$ cat src/rtl/multi_clken_gen.sv
// Multi-channel programmable clock-enable generator: per-channel divide/phase
// counters on a single reference clock, gated by a lock FSM that waits for settle.
module multi_clken_gen #(
    parameter int NUM_CH      = 2,
    parameter int CNT_W       = 8,
    parameter int DEFAULT_DIV = 1,
    parameter int LOCK_CYCLES = 16
) (
    input  logic              refclk,
    input  logic              reset,
    input  logic [NUM_CH-1:0] ch_en,
    input  logic              sync_in,
    input  logic              cfg_we,
    input  logic [2:0]        cfg_ch,
    input  logic [CNT_W-1:0]  cfg_div,
    input  logic [CNT_W-1:0]  cfg_phase,
    output logic [NUM_CH-1:0] clken,
    output logic [NUM_CH-1:0] clk_sq,
    output logic              locked,
    output logic              cfg_err
);

    localparam int SET_W = (LOCK_CYCLES > 1) ? $clog2(LOCK_CYCLES) : 1;
    localparam logic [SET_W-1:0] SETTLE_LAST = SET_W'(LOCK_CYCLES - 1);
    localparam logic [2:0] NUM_CH_L = 3'(NUM_CH);

    typedef enum logic {SETTLE, LOCKED} lock_state_e;

    lock_state_e       state_q, state_d;
    logic [SET_W-1:0]  settle_q, settle_d;
    logic [CNT_W-1:0]  cnt_q   [NUM_CH];
    logic [CNT_W-1:0]  cnt_d   [NUM_CH];
    logic [CNT_W-1:0]  div_q   [NUM_CH];
    logic [CNT_W-1:0]  div_d   [NUM_CH];
    logic [CNT_W-1:0]  phase_q [NUM_CH];
    logic [CNT_W-1:0]  phase_d [NUM_CH];
    logic [NUM_CH-1:0] sq_q, sq_d;
    logic              err_q;
    logic              wr_valid;
    logic              cnt_clear;

    assign wr_valid  = cfg_we && (cfg_ch < NUM_CH_L);
    assign cnt_clear = wr_valid || sync_in;

    always_comb begin
        state_d  = state_q;
        settle_d = settle_q;
        case (state_q)
            SETTLE: begin
                if (wr_valid) begin
                    settle_d = '0;
                end else if (settle_q == SETTLE_LAST) begin
                    state_d  = LOCKED;
                    settle_d = '0;
                end else begin
                    settle_d = settle_q + SET_W'(1);
                end
            end
            LOCKED: begin
                if (wr_valid) begin
                    state_d  = SETTLE;
                    settle_d = '0;
                end
            end
            default: begin
                state_d  = SETTLE;
                settle_d = '0;
            end
        endcase
    end

    // Square wave is computed from next-state values so it lines up with cnt_q.
    always_comb begin
        for (int i = 0; i < NUM_CH; i++) begin
            div_d[i]   = div_q[i];
            phase_d[i] = phase_q[i];
            cnt_d[i]   = cnt_q[i];
            if (wr_valid && (cfg_ch == 3'(i))) begin
                div_d[i]   = cfg_div;
                phase_d[i] = (cfg_phase > cfg_div) ? cfg_div : cfg_phase;
            end
            if (cnt_clear) begin
                cnt_d[i] = '0;
            end else if (ch_en[i]) begin
                cnt_d[i] = (cnt_q[i] == div_q[i]) ? '0 : cnt_q[i] + CNT_W'(1);
            end
            sq_d[i] = (state_d == LOCKED) &&
                      ({1'b0, cnt_d[i]} < ({1'b0, div_d[i] >> 1} + (CNT_W+1)'(1)));
        end
    end

    always_ff @(posedge refclk) begin
        if (reset) begin
            state_q  <= SETTLE;
            settle_q <= '0;
            sq_q     <= '0;
            err_q    <= 1'b0;
            for (int i = 0; i < NUM_CH; i++) begin
                cnt_q[i]   <= '0;
                div_q[i]   <= CNT_W'(DEFAULT_DIV);
                phase_q[i] <= '0;
            end
        end else begin
            state_q  <= state_d;
            settle_q <= settle_d;
            sq_q     <= sq_d;
            err_q    <= cfg_we && !wr_valid;
            for (int i = 0; i < NUM_CH; i++) begin
                cnt_q[i]   <= cnt_d[i];
                div_q[i]   <= div_d[i];
                phase_q[i] <= phase_d[i];
            end
        end
    end

    assign locked  = (state_q == LOCKED);
    assign clk_sq  = sq_q;
    assign cfg_err = err_q;

    always_comb begin
        for (int i = 0; i < NUM_CH; i++) begin
            clken[i] = locked && ch_en[i] && (cnt_q[i] == phase_q[i]);
        end
    end

endmodule

$ cat config.mk
export PLATFORM = sky130hd
export DESIGN_NAME = multi_clken_gen
export DESIGN_NICKNAME = d
export VERILOG_FILES = /design/src/rtl/multi_clken_gen.sv
export SDC_FILE = /design/constraint.sdc
export NUM_CORES = 1
export LEC_CHECK = 0
export CORE_MARGIN = 5
export CORE_UTILIZATION = 67
export DETAILED_ROUTE_END_ITERATION = 6
export DONT_BUFFER_PORTS = 1
export GPL_ROUTABILITY_DRIVEN = 0
export PLACE_DENSITY_LB_ADDON = 0.25
export REMOVE_ABC_BUFFERS = 1
export SYNTH_ARGS = -nofsm -noshare
export SYNTH_HDL_FRONTEND = slang
export SYNTH_SLANG_ARGS = --single-unit
$ cat constraint.sdc
create_clock -name refclk -period 5.9 [get_ports refclk]
set_input_delay 0.885 -clock refclk [delete_from_list [all_inputs] [get_ports refclk]]
set_output_delay 0.885 -clock refclk [all_outputs]
set_load 0.005 [all_outputs]
=== Word-level counts from Yosys, hierarchy flattened ===
Memories as Yosys holds them, arrays and structs flattened.
Index checks and enable logic that the tools add are counted.

* Register bits after elaboration: 8
* Logic and storage cells: 71
* Memories kept: 3
* Memory bits (writable): 48
* Bits of input ports: 25

{| class="wikitable"
|+ Memory list
! memory !! depth !! width !! rd ports !! clocked after memory_dff !! write ports !! line !! RTL
|-
| cnt_q || 2 || 8 || 2 || 0 || 2 || 31 || <nowiki>logic [CNT_W-1:0] cnt_q [NUM_CH];</nowiki>
|-
| div_q || 2 || 8 || 2 || 0 || 2 || 33 || <nowiki>logic [CNT_W-1:0] div_q [NUM_CH];</nowiki>
|-
| phase_q || 2 || 8 || 2 || 0 || 2 || 35 || <nowiki>logic [CNT_W-1:0] phase_q [NUM_CH];</nowiki>
|}

* Equality and inequality tests: 7
* Order comparisons: 4
* Reductions and logical operators: 13
* Add/subtract/negate cells: 5
* Muxes and demuxes: 28
* Bitwise logic cells: 7

{| class="wikitable"
|+ Operators by type and width
! cell !! number
|-
| $mux 8 || 17
|-
| $eq 8x8->1 || 4
|-
| $add 7x1->8 const B || 2
|-
| $add 8x1->8 const B || 2
|-
| $lt 8x8->1 || 2
|-
| $mux 4 || 3
|-
| $logic_and 1x1->1 || 10
|-
| $gt 8x8->1 || 1
|-
| $pmux 4 s2 || 1
|-
| $mux 1 || 6
|-
| $or 1x1->1 || 6
|-
| $add 4x1->4 const B || 1
|-
| $eq 4x4->1 const B || 1
|-
| $eq 3x1->1 const B || 1
|-
| $logic_not 3->1 || 1
|-
| $lt 3x2->1 const B || 1
|-
| $ne 2x1->1 const B || 1
|-
| $pmux 1 s2 || 1
|-
| $logic_not 1->1 || 1
|-
| $logic_or 1x1->1 || 1
|-
| $not 1->1 || 1
|}

=== Depth between registers and ports, before layout ===
Gate-level depths: netlist of run 1.

* Depth after elaboration: 7
* Depth in mapped cells: 13
* Depth with buffers taken out: 12

=== Worst setup path before layout of run 1 ===
OpenSTA, ideal clock, no wires.

* Path type: input-to-reg
* Start: input port cfg_ch[2]
* End: register sq_q[0] (netlist: clk_sq[0])
* Stages on the path: 12
* Path slack: 2.609 ns
* Data required time: 5.805 ns
* Arrival time: 3.196 ns
* Setup time: 0.095 ns
* Buffers on the path: 1
* Cells stage by stage: or4b_4 -> buf_6 -> o21ai_0 -> ha_1 -> o21ai_1 -> nor3_1 -> xor2_1 -> ha_1 -> nor2b_1 -> o21ai_0 -> o211ai_1 -> a221oi_1

{| class="wikitable"
|+ RTL lines
! what !! line !! RTL
|-
| from (decl) || 14 || <nowiki>input logic [2:0] cfg_ch,</nowiki>
|-
| to (signal assigned) || 106 || <nowiki>sq_q <= sq_d;</nowiki>
|-
| to (decl) || 37 || <nowiki>logic [NUM_CH-1:0] sq_q, sq_d;</nowiki>
|}

==> results of run 1 <==
[registers in the layout, summed over array words and instances, names as in the netlist]
signal and count:
locked 1, settle_q 4, phase_q 16, cnt_q 16, cfg_err 1, div_q 16
clk_sq 2
[per-layer routing]
metal  vias to the layer above  part of all wire (%)  track usage (%)
met1                      1417                    44             32.8
met2                       119                    46             39.5
met5                         -                     0                0
li1                       1463                     -                -
met4                         0                   3.0             8.77
met3                        22                   7.4             5.84
[Yosys cell counts, types with 2 or more instances]
library cell  number  area share, %
a32oi_1            8            2.0
nand2b_1           3           0.53
dfxtp_1           56             32
nand2_1           20            2.1
ha_1              27            9.5
buf_2              2           0.28
inv_1             12            1.3
o211ai_1           3           0.63
a21o_1             3           0.63
o31ai_1            4           0.84
nor3_1            12            1.7
a311oi_1          16            3.9
nor2_1            68            7.2
nand3_1           12            1.7
nand4_1           10            1.8
nor3_2             3           0.84
xor2_1            21            5.2
clkbuf_1          13            1.4
nand3b_1           2           0.42
xnor2_1           36            8.9
and3_1            13            2.3
mux2i_1           15            4.2
nor2b_1            6            1.1
nor3b_1            2           0.42
a221oi_1           9            2.2
a21oi_1           11            1.5
o21ai_0            7           0.98
[path summary, 6_finish.rpt]
path                                          startpoint  depth (start not counted)  slack [ns]                        to
worst max-delay path                           cfg_ch[2]                         11        2.52      clk_sq[0]$_SDFF_PP0_
worst min-delay path            div_q[0][8]$_SDFFE_PP1P_                          2        0.49  div_q[0][8]$_SDFFE_PP1P_
worst max register to register    cnt_q[0][8]$_SDFF_PP0_                          9        3.05      clk_sq[1]$_SDFF_PP0_
worst min register to register  div_q[0][8]$_SDFFE_PP1P_                          2        0.49  div_q[0][8]$_SDFFE_PP1P_
[cell usage in the layout, fill, tap and decap left out, types with 2 or more instances in the layout]
cell type and count:
a21o_1 3, a21oi_1 11, a221oi_1 9, a311oi_1 16
a32oi_1 8, and3_1 13, clkbuf_1 2, clkbuf_8 6
dfxtp_1 56, ha_1 27, inv_1 12, mux2i_1 15
nand2_1 20, nand2b_1 3, nand3_1 12, nand3b_1 2
nand4_1 10, nor2_1 68, nor2b_1 6, nor3_1 12
nor3_2 3, nor3b_1 2, o211ai_1 3, o21ai_0 7
o31ai_1 4, xnor2_1 36, xor2_1 21
[worst register-to-register path, stage by stage (launching register included)]
cell and delay (ns):
dfxtp_1 0.49, xnor2_1 0.18, nand4_1 0.17, o31ai_1 0.81, nor2_1 0.12, ha_1 0.34, a21o_1 0.18, a21oi_1 0.26
o211ai_1 0.12, a21oi_1 0.11
[power by group]
| group | total, mW | internal [mW] | leakage (nW) | switching, mW |
|---|---|---|---|---|
| clock | 0.215 | 0.0961 | 0.0455 | 0.119 |
| sequential | 0.396 | 0.387 | 0.454 | 0.00914 |
| combinational | 0.102 | 0.0420 | 0.916 | 0.0597 |
[metrics by stage]
step | cells | hold slack [ns]
after CTS | 474 | 0.494
final | 474 | 0.494
after detailed placement | 466 | 0.480
after global routing | 474 | 0.527
after global placement | 466 | 0.474
after floorplan | 396 | 0.458
[final cells by class]
type | instances | area [sq um] | share of cell area (%)
multi-input combinational | 328 | 2320 | 63.3
clock buffer | 8 | 90.1 | 2.46
sequential | 56 | 1120 | 30.6
inverter | 12 | 45.0 | 1.23
tap | 70 | 87.6 | 2.39
[logic make-up (layout without fill, tap and decap cells)]
family	after synthesis	after routing	synth area share (%)
adder cells (fa/ha/maj)	27	27	9.50
AND/OR/NAND/NOR	162	162	23.2
flip-flops	56	56	31.5
multiplexers	16	16	4.64
AO/OA/AOI/OAI	66	66	13.8
buffers and inverters	29	20	3.34
XOR/XNOR	57	57	14.0
==> flow_metrics.tcl, run 1 <==
set metrics [dict create \
    final_hold_viol_count 0 \
    wl_microns 8490 \
    timing.slew.headroom_pct 32.8 \
    core_area_sq_um 5140 \
    crit_family "simple AND/OR/NAND/NOR gates" \
    cts_resized 0 \
    worst_pin_slew_ns 0.999 \
    p_per_area_nw_per_um2 195 \
    grt_usage_pct 24.8 \
    synth_cell_types 46 \
    hp-class "register to register" \
    end_kind "register" \
    post-route-util_pct 71.2 \
    clock.fmax_mhz 296 \
    avgSynthCellArea_sq_um 8.61 \
    rsz0062_at_grt "no" \
    drc 0 \
    crit_top_cell "ha_1" \
    ant_nets 0 \
    ys_warn_count 0 \
    overflow 0 \
    skew_ns 0.00276 \
    antennaDiodeCount 0 \
    hpwl_microns 6630 \
    synth_ff_type "dfxtp_1" \
    setup.worst_path.class "input port to register" \
    h-tree-depth 2 \
    antenna_found_initial 0 \
    routedWlPerCell_microns 17.9 \
    clock_sinks 56 \
    finalSetupViolCount 0 \
    critical_path.max_fanout 19 \
    cts-root-buf "clkbuf_8" \
    p_total_mw 0.713 \
    grt_max_degree 36 \
    first_pass_iters 5 \
    min_period_ns 3.38 \
    ys_seq_elements 56 \
    clockBufferDepth 2 \
    clkLatencyLatePin_ns 0.30 \
    dieWidth_microns 82.9 \
    die_area_sq_um 6870 \
    post_cts_buffers 0 \
    rows 26 \
    cp_slowest_cell "nor4b_4" \
    stdcell_area_sq_um 3660 \
    vias_per_cell 6.37 \
    finalCritPeriodShare_pct 57.2 \
    syn_area_sq_um 3560 \
    synth_edf_count 0 \
    critPathLaunchType "input port" \
    cts_tree "built" \
    synth_cells 413 \
    numPortBuffers 0 \
    fin_ws_ns 2.52 \
    maxCapViolations 0 \
    drt_iter0_drc 250 \
    initial_utilization_pct 69.2 \
    setup_tns_ns 0 \
    crit_buf_inv 0 \
    slowest_delay_ns 0.81 \
    num-nets-final 455 \
    nFillCells 428 \
    hold_buffers 0 \
    status "finished clean" \
    crit_path_cell_trace "nor4b_4 > mux2_4 > ha_1 > o21ai_1 > nor3_1 > xor2_1 > ha_1 > nor2b_1 > o21ai_0 > o211ai_1 > a221oi_1" \
    critPathArrivalTime_ns 3.59 \
    die_y_microns 82.9 \
    grt_pass1_wl_microns 14300 \
    dr_total_vias 3021 \
    ys_seq_area_share_pct 31.5 \
    power_leakage_nw 1.42 \
    synthArstFlopShare_pct 0 \
    area_growth_pct 2.92 \
    io-pin-count 31 \
    cts_buffers 5 \
    finalMaxSlewViolations 0 \
    peakVddDrop_v 0.000167 \
    clkTransAtPathRegs_ns 0.09 \
    cp.required_ns 6.12 \
    grt_pass1_vias 2938 \
    drive_gt1_share_pct 4.21 \
    dp_slack_ns 2.25 \
    place_area_sq_um 3570 \
]
Note: power is estimated with default switching activity, not from simulation.
==> inputs of run 2 (changes only) <==
- CORE_UTILIZATION: 67 -> 64
- clock period: 5.9 -> 3.3 ns (I/O delays scaled with it)
==> run 2 against run 1 <==
Net effect:
- worst setup slack got worse by 2.0 ns
- highest routed layer unchanged
- global-route usage up 1.0 points
- non-clock buffer count up 5
- final area rose by 1.3%
- critical path depth unchanged
- utilization down 3.1 points
- largest power group unchanged
- sequential cell count unchanged
- clock power rose by 92%
- routed wire length up 6.0%
- sequential share of layout area fell by 0.38 points
- worst hold slack got worse by 0.26 ns
- clock-buffer cell count is 3 lower
==> flow_metrics.tcl, run 2 (synthesis results as in run 1) <==
set metrics [dict create \
    post_cts_buffers 0 \
    dieWidth_microns 84.6 \
    antenna_found_initial 0 \
    finalMaxSlewViolations 0 \
    drt_iter0_drc 262 \
    hold_buffers 0 \
    end_kind "register" \
    dp.cells 473 \
    power_leakage_nw 1.44 \
    layout_commonest_cell "nor2_1" \
    antennaDiodeCount 0 \
    stdcell_area_sq_um 3710 \
    cp.required_ns 3.54 \
    vias_per_cell 6.27 \
    place_area_sq_um 3610 \
    drc 0 \
    h-tree-depth 2 \
    critPathLaunchType "input port" \
    critPathArrivalTime_ns 3.03 \
    clock.fmax_mhz 358 \
    dp_slack_ns 0.282 \
    clockBufferDepth 2 \
    clkTransAtPathRegs_ns 0.11 \
    cts_resized 0 \
    initial_utilization_pct 65.4 \
    worst_pin_slew_ns 1.12 \
    clkLatencyLatePin_ns 0.32 \
    grt_pass1_wl_microns 14900 \
    die_y_microns 84.6 \
    core_area_sq_um 5440 \
    cts-root-buf "clkbuf_8" \
    setup_tns_ns 0 \
    min_period_ns 2.79 \
    grt_usage_pct 25.9 \
    grt_pass1_vias 3000 \
    peakVddDrop_v 0.000283 \
    critical_path.max_fanout 13 \
    rows 27 \
    fin_cells 481 \
    hpwl_microns 6900 \
    finalCritPeriodShare_pct 84.6 \
    post-route-util_pct 68.2 \
    numPortBuffers 0 \
    status "finished clean" \
    nFillCells 440 \
    ant_nets 0 \
    num-nets-final 460 \
    io-pin-count 31 \
    cts_buffers 5 \
    hp-class "input port to register" \
    multi_input_area_sq_um 2320 \
    cts_tree "built" \
    reg.largest.list "cnt_q x16, div_q x16, phase_q x16" \
    holdWs_ns 0.237 \
    final_hold_viol_count 0 \
    timing.slew.headroom_pct 24.7 \
    first_pass_iters 4 \
    routedWlPerCell_microns 18.7 \
    fin_ws_ns 0.507 \
    finalSetupViolCount 0 \
    skew_ns 0.00802 \
    most-common-layout-cells "nor2_1 (68), dfxtp_1 (56), xnor2_1 (36)" \
    die_area_sq_um 7150 \
    clock_sinks 56 \
    wl_microns 9000 \
    grt_max_degree 36 \
    maxCapViolations 0 \
    regArea_sq_um 1120 \
    overflow 0 \
    dr_total_vias 3017 \
    rsz0062_at_grt "no" \
    p_per_area_nw_per_um2 353 \
    p_total_mw 1.31 \
    setup.worst_path.class "input port to register" \
    drive_gt1_share_pct 5.87 \
    area_growth_pct 4.22 \
]
run 2: cell types whose count changed in the layout (fill, tap and decap cells not counted), sizes merged:
cell / before / now
buf: 0 / 5
clkbuf: 8 / 5
clkinv: 0 / 1
clkinvlp: 0 / 1
inv: 12 / 13
run 2: final timing paths:
check	endpoint	cells after the start	from	slack, ns
min reg2reg	div_q[0][8]$_SDFFE_PP1P_	2	div_q[0][8]$_SDFFE_PP1P_	0.49
max reg2reg	clk_sq[0]$_SDFF_PP0_	11	cnt_q[0][0]$_SDFF_PP0_	0.77
min	phase_q[0][13]$_SDFFE_PP0P_	1	reset	0.24
max	clk_sq[0]$_SDFF_PP0_	11	cfg_ch[2]	0.51
run 2: layout make-up:
| class | count | area share (%) |
|---|---|---|
| Clock inverter | 3 | 0.742 |
| Clock buffer | 5 | 1.86 |
| Tap cell | 72 | 2.43 |
| Multi-Input combinational cell | 328 | 62.5 |
| Timing Repair Buffer | 5 | 1.01 |
| Inverter | 12 | 1.21 |
| Sequential cell | 56 | 30.2 |
run 2: power by group:
| group | leakage (nW) | switching, mW | internal [mW] | total, mW |
|---|---|---|---|---|
| Combinational | 0.941 | 0.110 | 0.0777 | 0.188 |
| Clock | 0.0463 | 0.256 | 0.157 | 0.413 |
| Sequential | 0.454 | 0.0161 | 0.692 | 0.709 |
| Total | 1.44 | 0.382 | 0.927 | 1.31 |
run 2: metal layers:
| layer | wire length (microns) | share of wire [%] | global-route usage [%] | vias up |
|---|---|---|---|---|
| met5 | 0 | 0 | 0 | - |
| met4 | 299 | 3.3 | 8.92 | 0 |
| met3 | 626 | 7.0 | 5.20 | 26 |
| met2 | 4270 | 47 | 42.6 | 101 |
| met1 | 3810 | 42 | 33.7 | 1398 |
| li1 | - | - | - | 1492 |
run 2: worst max-delay path, stage by stage:
cell and delay, ns:
or4b_4 0.63, o21ai_0 0.26, ha_1 0.21, o21ai_1 0.10, nor3_1 0.28, xor2_1 0.20
ha_1 0.26, nor2b_1 0.13, o21ai_0 0.15, o211ai_1 0.12, a221oi_1 0.21
